File: src/rtl/pp_accum_pipe.sv
// pp_accum_pipe: two-stage pipelined accumulator of four partial products.
// Stage 1 holds a carry-save (sum, carry) pair of the aligned terms. Stage 2
// resolves that pair into out_data. Both stages use a valid/ready handshake.
// Optional approximate mode is compiled in with PP_ACCUM_APPROX_EN. When it is
// defined, apx_mode clears the low APX_K bits of lh/hl for that transaction.
// When it is not defined, apx_mode is accepted but ignored.
module pp_accum_pipe #(
  parameter int unsigned PP_W  = 8,
  parameter int unsigned APX_K = 4
) (
  input  logic                clk,
  input  logic                rst,
  input  logic [PP_W-1:0]     ll,
  input  logic [PP_W-1:0]     lh,
  input  logic [PP_W-1:0]     hl,
  input  logic [PP_W-1:0]     hh,
  input  logic                apx_mode,
  input  logic                in_valid,
  output logic                in_ready,
  output logic [2*PP_W-1:0]   out_data,
  output logic                out_valid,
  input  logic                out_ready,
  output logic [15:0]         out_cnt
);

  localparam int unsigned H  = PP_W / 2;
  localparam int unsigned W2 = 2 * PP_W;

  logic [PP_W-1:0] lh_m;
  logic [PP_W-1:0] hl_m;

`ifdef PP_ACCUM_APPROX_EN
  localparam logic [PP_W:0]   LOW_ONES = ((PP_W+1)'(1) << APX_K) - (PP_W+1)'(1);
  localparam logic [PP_W-1:0] KEEP     = ~LOW_ONES[PP_W-1:0];

  // Clear the low APX_K bits of the cross terms when apx_mode is set.
  always_comb begin
    lh_m = lh;
    hl_m = hl;
    if (apx_mode) begin
      lh_m = lh & KEEP;
      hl_m = hl & KEEP;
    end
  end
`else
  logic unused_apx;
  assign unused_apx = apx_mode | (APX_K > PP_W);
  assign lh_m = lh;
  assign hl_m = hl;
`endif

  logic [W2-1:0] t_ll, t_lh, t_hl, t_hh;
  logic [W2-1:0] csa_s0, csa_c0, csa_s, csa_c;

  // Align the four terms and compress them to a sum/carry pair. Two 3:2
  // compressors are used. Carries above bit W2-1 are discarded.
  always_comb begin
    t_ll   = {{PP_W{1'b0}}, ll};
    t_lh   = {{PP_W{1'b0}}, lh_m} << H;
    t_hl   = {{PP_W{1'b0}}, hl_m} << H;
    t_hh   = {hh, {PP_W{1'b0}}};
    csa_s0 = t_ll ^ t_lh ^ t_hl;
    csa_c0 = ((t_ll & t_lh) | (t_ll & t_hl) | (t_lh & t_hl)) << 1;
    csa_s  = csa_s0 ^ csa_c0 ^ t_hh;
    csa_c  = ((csa_s0 & csa_c0) | (csa_s0 & t_hh) | (csa_c0 & t_hh)) << 1;
  end

  logic          s1_valid;
  logic [W2-1:0] s1_sum;
  logic [W2-1:0] s1_carry;
  logic          s2_adv;
  logic          s1_adv;

  // Each stage advances when it is empty or when the stage after it drains.
  always_comb begin
    s2_adv   = !out_valid || out_ready;
    s1_adv   = !s1_valid || s2_adv;
    in_ready = s1_adv;
  end

  // Pipeline registers and the delivered-result counter.
  always_ff @(posedge clk) begin
    if (rst) begin
      s1_valid  <= 1'b0;
      s1_sum    <= '0;
      s1_carry  <= '0;
      out_valid <= 1'b0;
      out_data  <= '0;
      out_cnt   <= '0;
    end else begin
      if (s1_adv) begin
        s1_valid <= in_valid;
        if (in_valid) begin
          s1_sum   <= csa_s;
          s1_carry <= csa_c;
        end
      end
      if (s2_adv) begin
        out_valid <= s1_valid;
        if (s1_valid) begin
          out_data <= s1_sum + s1_carry;
        end
      end
      if (out_valid && out_ready) begin
        out_cnt <= out_cnt + 16'd1;
      end
    end
  end

endmodule

File: config.mk
export PLATFORM = sky130hd
export DESIGN_NAME = pp_accum_pipe
export DESIGN_NICKNAME = d
export VERILOG_FILES = /design/src/rtl/pp_accum_pipe.sv
export SDC_FILE = /design/constraint.sdc
export NUM_CORES = 1
export LEC_CHECK = 0
export ABC_AREA = 1
export ABC_CLOCK_PERIOD_IN_PS = 1900
export CORE_MARGIN = 5
export CORE_UTILIZATION = 45
export DETAILED_ROUTE_END_ITERATION = 8
export PLACE_DENSITY = 0.73
export SLEW_MARGIN = 20
export SYNTH_ARGS = -nofsm -noshare
export SYNTH_HDL_FRONTEND = slang
export SYNTH_SLANG_ARGS = --single-unit
File: constraint.sdc
create_clock -name clk -period 1.9 [get_ports clk]
set_input_delay 0.38 -clock clk [delete_from_list [all_inputs] [get_ports clk]]
set_output_delay 0.38 -clock clk [all_outputs]
set_load 0.05 [all_outputs]
==> results of run 1 <==
## repair_timing
action	CTS	global route
endpoints found under the hold margin	0	0
setup endpoints to repair	2	4
resized for setup	2	4
setup buffers	0	0
## kinds of logic (layout without fill, tap and decap cells)
kind of cell / count (synthesis) / after routing / share of synthesized area [%]
compound gates: 72 / 72 / 12.44
xor+xnor: 6 / 6 / 1.765
fa+ha+maj: 26 / 26 / 13.20
buf+inv: 63 / 144 / 8.407
flops: 58 / 58 / 39.01
simple gates: 173 / 173 / 25.18
## worst max path at each step
stage	depth (start not counted)	slack (ns)	end	from
3_3_place_gp	5	-0.11	s1_sum[8]	ll[7]
4_1_cts	1	0.004	out_data[2]	out_data[2]
3_5_place_dp	5	-0.12	s1_sum[8]	ll[7]
6_report	1	0.04	out_data[0]	out_data[0]
2_1_floorplan	6	0.14	s1_carry[6]	out_valid
5_1_grt	1	0.004	out_data[0]	out_data[0]
## state kept, by name (all words and copies together), names as in the netlist
name       count
s1_valid       1
out_valid      1
s1_sum        16
out_cnt       16
s1_carry       8
out_data      16
## power breakdown
group	leakage [nW]	internal [W]	switching [W]	total (W)
clock	0.106	0.000746	0.000525	0.00127
combinational	1.29	0.000239	0.000335	0.000574
sequential	0.477	0.00129	0.0000414	0.00133
total	1.87	0.00227	0.000902	0.00318
## area by class of cell
class | instances | share of cell area, %
sequential | 58 | 29.27
multi-input combinational | 277 | 39.59
inverter | 50 | 4.732
timing repair buffer | 78 | 18.30
tap | 77 | 2.429
clock buffer | 9 | 3.123
clock inverter | 7 | 2.555
## layer usage
metal / track usage [%] / part of all wire [%]
met5: 0 / 0
met4: 6.724 / 1.5
met3: 5.207 / 6.0
met2: 28.37 / 48
met1: 18.04 / 44
## through the flow
step           cell area, µm²  util [%]  std cells  setup slack [ns]
2_1_floorplan            2982         -        398            0.1380
3_3_place_gp             3734     58.46        540           -0.1084
3_5_place_dp             3734     58.46        540           -0.1236
4_1_cts                  3956     61.95        556          0.004282
5_1_grt                  3966     62.11        556          0.003599
6_report                 3966     62.11        556           0.03930
## placed cells by master, fill, tap and decap left out, types with 2 or more instances in the layout
cell	n
o21ai_0	38
nand4_1	5
xor2_1	6
fa_1	9
a21oi_1	29
nand2_1	57
ha_1	17
dfxtp_1	58
inv_1	48
nor3_1	3
buf_12	2
clkbuf_8	9
nand2_2	2
clkinv_4	2
dlygate4sd2_1	2
clkdlybuf4s50_1	37
clkinvlp_4	2
nor2_4	3
bufinv_16	2
o21a_1	2
nand3_1	20
buf_4	33
nor2_1	74
dlymetal6s2s_1	4
nand3_2	3
inv_2	2
==> out/results.ini, run 1 <==
[global_route]
grt_overflow_total=0
antenna_found_initial=0
grt_pass1_vias=2607
grt.total_usage_pct=16.21
grt_pass1_wl_um=11240
grt_max_degree=28

[critical_path]
start_kind=flip-flop
r2r_cells=11
cp.buffers_inverters=1
path_delay_family=buffers and inverters
ff2ff_setup_slack_ns=0.22
worstReg2RegStart=s1_sum[6]
critPathSlowestCell=clkdlybuf4s50_1
worstPathRequired_ns=1.52
critPathMaxStageDelay_ns=0.81
critPathCaptureType=output pin
crit_path_max_fanout=2
r2r_end=out_data[14]
crit_path_cell_trace=clkdlybuf4s50_1
worst-setup-path-type=reg -> out
cp_data_arrival_time_ns=1.48

[clocking]
root_buffer=clkbuf_8
tritoncts=yes
ctsHtreeMaxLevel=3
clkSinkCount=58
cts_buffer_depth=2
clk_latency_ns=0.34
cts_buffers=9
cts_hold_buf=0
clk_pin_slew_ns=0.07

[hold_path]
hp-class=reg -> reg
holdPathStages=2
holdPathEnd=out_cnt[14]
hold_start=out_cnt[14]

[synth]
synthTopCellsByCount=nor2_1, dfxtp_1, nand2_1, inv_1, o21ai_0
synth.avg_cell_area_um2=7.479
netlist_area_um2=2977
synth_top_cell_by_area=dfxtp_1
yosys.area.top_type_share_pct=39.01
ys_seq_area_share_pct=39.01
netlist_instances=398
yosysMostFrequentCell=nor2_1
dominantRegCellSynth=dfxtp_1
ys_async_sr_fraction_pct=0
ys_ff_latch=58
synth_fp_nets=461
synth.distinct_cells=30
ys.warnings.count=0
ys_top_cells_by_area=dfxtp_1, nor2_1, nand2_1, ha_1, o21ai_0
synth_edf_count=0

[place]
dpl.hpwl_um=4842
port-buffer-count=69
gp_congestion=0.8099

[final_layout]
drive_gt1_share_pct=13.15
multi_input_area_um2=1570
insertedDiodeCount=0
nets=537
regArea_um2=1161
fillers=567
areaGrowthSynthToFinish_pct=33.25

[pwr]
power_density_nw_per_um2=800.6
peakVddDrop_mv=0.4704
total_power_w=0.003176
leakage_nw=1.871

[die]
ioPinCount=71
core_um2=6386
die_width_um=91.33
initial_utilization_pct=46.61
die-area_um2=8341
rows=29
die_height_um=91.33

[sta]
layout_min_cycle_time_ns=1.861
timing.final.crit_share_pct=97.93
hold-worst-slack_ns=0.4575
finalSetupViolCount=0
hold_violations=0
fmax_ghz=0.5374
fin_skew_ns=0.01253
final.setup.tns_ns=0
relSlewSlack_pct=65.21
worstMarginPinSlew_ns=0.5210
grt_setup_unrepaired=no
slew_violations=0

[outcome]
outcome=completed

[routing]
drc=0
drtIter0Drc=72
wl_um=6410
routedWlPerCell_um=11.53
viasPerCell=4.867
ant_nets=0
via_count=2706
drtPass1Iterations=4

[run]
maxCapViolations=0

(Power assumes the default switching activity.)
==> run 2: changes to the inputs <==
--- a/config.mk
+++ b/config.mk
@@ -6,11 +6,12 @@
 export NUM_CORES = 1
 export LEC_CHECK = 0
 export ABC_AREA = 1
-export ABC_CLOCK_PERIOD_IN_PS = 1900
+export ABC_CLOCK_PERIOD_IN_PS = 1500
 export CORE_MARGIN = 5
 export CORE_UTILIZATION = 45
 export DETAILED_ROUTE_END_ITERATION = 8
-export PLACE_DENSITY = 0.73
+export MAX_ROUTING_LAYER = met4
+export PLACE_DENSITY = 0.76
 export SLEW_MARGIN = 20
 export SYNTH_ARGS = -nofsm -noshare
 export SYNTH_HDL_FRONTEND = slang
==> constraint.sdc (replaced) <==
create_clock -name clk -period 1.5 [get_ports clk]
set_input_delay 0.3 -clock clk [delete_from_list [all_inputs] [get_ports clk]]
set_output_delay 0.3 -clock clk [all_outputs]
set_load 0.05 [all_outputs]
==> run 2 against run 1 <==
Compared with the run above:
- the flow now finishes with violations (setup timing)
- count of clock-buffer cells in the layout grew 2
- worst setup slack got worse by 0.11 ns
- first-iteration DRC count rose to 2.5 times the previous value
- total power is 34% higher
- clock skew fell by 0.0034 ns
- cell area is 19% higher
- largest power group unchanged
==> out/results.ini, run 2 (synthesized netlist as in run 1, its figures left out) <==
[routing]
ant_nets=0
drc=0
viasPerCell=5.156
wl_um=7769
drtPass1Iterations=4
via_count=2970
routedWlPerCell_um=13.49
drtIter0Drc=180

[global_route]
grt_overflow_total=0
grt.total_usage_pct=18.45
grt_pass1_vias=2723
antenna_found_initial=0
grt_max_degree=28
grt_pass1_wl_um=12200

[die]
die_height_um=91.33
rows=29
die-area_um2=8341
initial_utilization_pct=46.61
die_width_um=91.33
core_um2=6386
ioPinCount=71

[sta]
fin_skew_ns=0.009102
hold_violations=0
worst_slack_ns=-0.06654
fmax_ghz=0.6384
slew_violations=0
timing.final.crit_share_pct=104.4
hold-worst-slack_ns=0.4665
grt_setup_unrepaired=yes
relSlewSlack_pct=80.58
layout_min_cycle_time_ns=1.567
worstMarginPinSlew_ns=0.2909
finalSetupViolCount=1

[final_layout]
layout_common_cells=nor2_1, nand2_1, inv_1
nets=557
final_common_cell=nor2_1
reg_top3=out_cnt: 16 flops, out_data: 16 flops, s1_sum: 16 flops
insertedDiodeCount=0
multi_input_area_um2=1750
design_area_um2=4730
regArea_um2=1187
areaGrowthSynthToFinish_pct=58.89
fillers=452
drive_gt1_share_pct=27.25

[place]
gp_congestion=0.8298
placed_area_um2=4269
port-buffer-count=69
dpl.hpwl_um=5387

[hold_path]
hold_start=out_ready
holdPathStages=4
hp-class=in -> reg

[critical_path]
crit_path_max_fanout=2
critPathCaptureType=flip-flop
r2r_cells=11
worst-setup-path-type=reg -> reg
crit_path_start=s1_sum[6]
start_kind=flip-flop
worstPathRequired_ns=1.73
worstReg2RegStart=s1_sum[6]
ff2ff_setup_slack_ns=-0.07
cp_data_arrival_time_ns=1.80

[clocking]
clk_pin_slew_ns=0.07
clkSinkCount=58
cts_hold_buf=0
cts_buffer_depth=2
clk_latency_ns=0.34
ctsHtreeMaxLevel=3
tritoncts=yes
cts_buffers=9
root_buffer=clkbuf_8

[pwr]
power_density_nw_per_um2=902.5
peakVddDrop_mv=1.053
leakage_nw=2.047

[outcome]
violations=setup timing
outcome=finished with violations

[run]
maxCapViolations=0

## run 2: worst paths after layout
path / endpoint
worst max-delay path: out_data[14]
worst min-delay path: out_valid
worst max register to register: out_data[14]
worst min register to register: s1_sum[2]
## run 2: final cells by class
cell class / instances / area share, %
Clock inverter: 5 / 1.640
Multi-Input combinational cell: 277 / 37.01
Clock buffer: 11 / 2.989
Sequential cell: 58 / 25.11
Inverter: 50 / 3.968
Timing Repair Buffer: 98 / 27.25
Tap cell: 77 / 2.037
## run 2: critical path, stage by stage, from the launching register on
cell and delay (ns):
dfxtp_2 0.36, ha_4 0.14, inv_2 0.04, fa_2 0.34, inv_2 0.09, nand3_2 0.08
nand2_2 0.09, nand2_2 0.07, nand3_2 0.07, nand3_2 0.07, nand2_1 0.06, inv_1 0.05
## run 2: timing repair
action                                  CTS  global route
gates cloned                              0             0
pin swaps                                10            20
resized for setup                        19            30
buffers inserted                          1             7
endpoints found under the setup margin    8            16
## run 2: report_power, final
| part | switching [W] | total [W] | internal [W] |
|---|---|---|---|
| Clock | 0.000615 | 0.00159 | 0.000975 |
| Sequential | 0.0000904 | 0.00173 | 0.00164 |
| Combinational | 0.000482 | 0.000952 | 0.000470 |
| Total | 0.00119 | 0.00427 | 0.00308 |
## run 2: metrics by stage
stage	total power, W	setup WS, ns	setup TNS [ns]	util, %	cells
6_report	0.004268	-0.06654	-0.06654	74.06	576
5_1_grt	0.004482	-0.1235	-0.4810	74.06	576
4_1_cts	0.004219	-0.01135	-0.01135	71.08	569
3_5_place_dp	0.002602	-0.4504	-7.391	66.85	552
3_3_place_gp	0.002573	-0.4242	-6.015	66.85	552
2_1_floorplan	0.002188	0.02831	0	-	398
## run 2: layer usage
layer,global-route usage [%],wire (µm)
met5,-,0
met4,8.068,169
met3,4.793,474
met2,31.67,4061
met1,19.99,3064
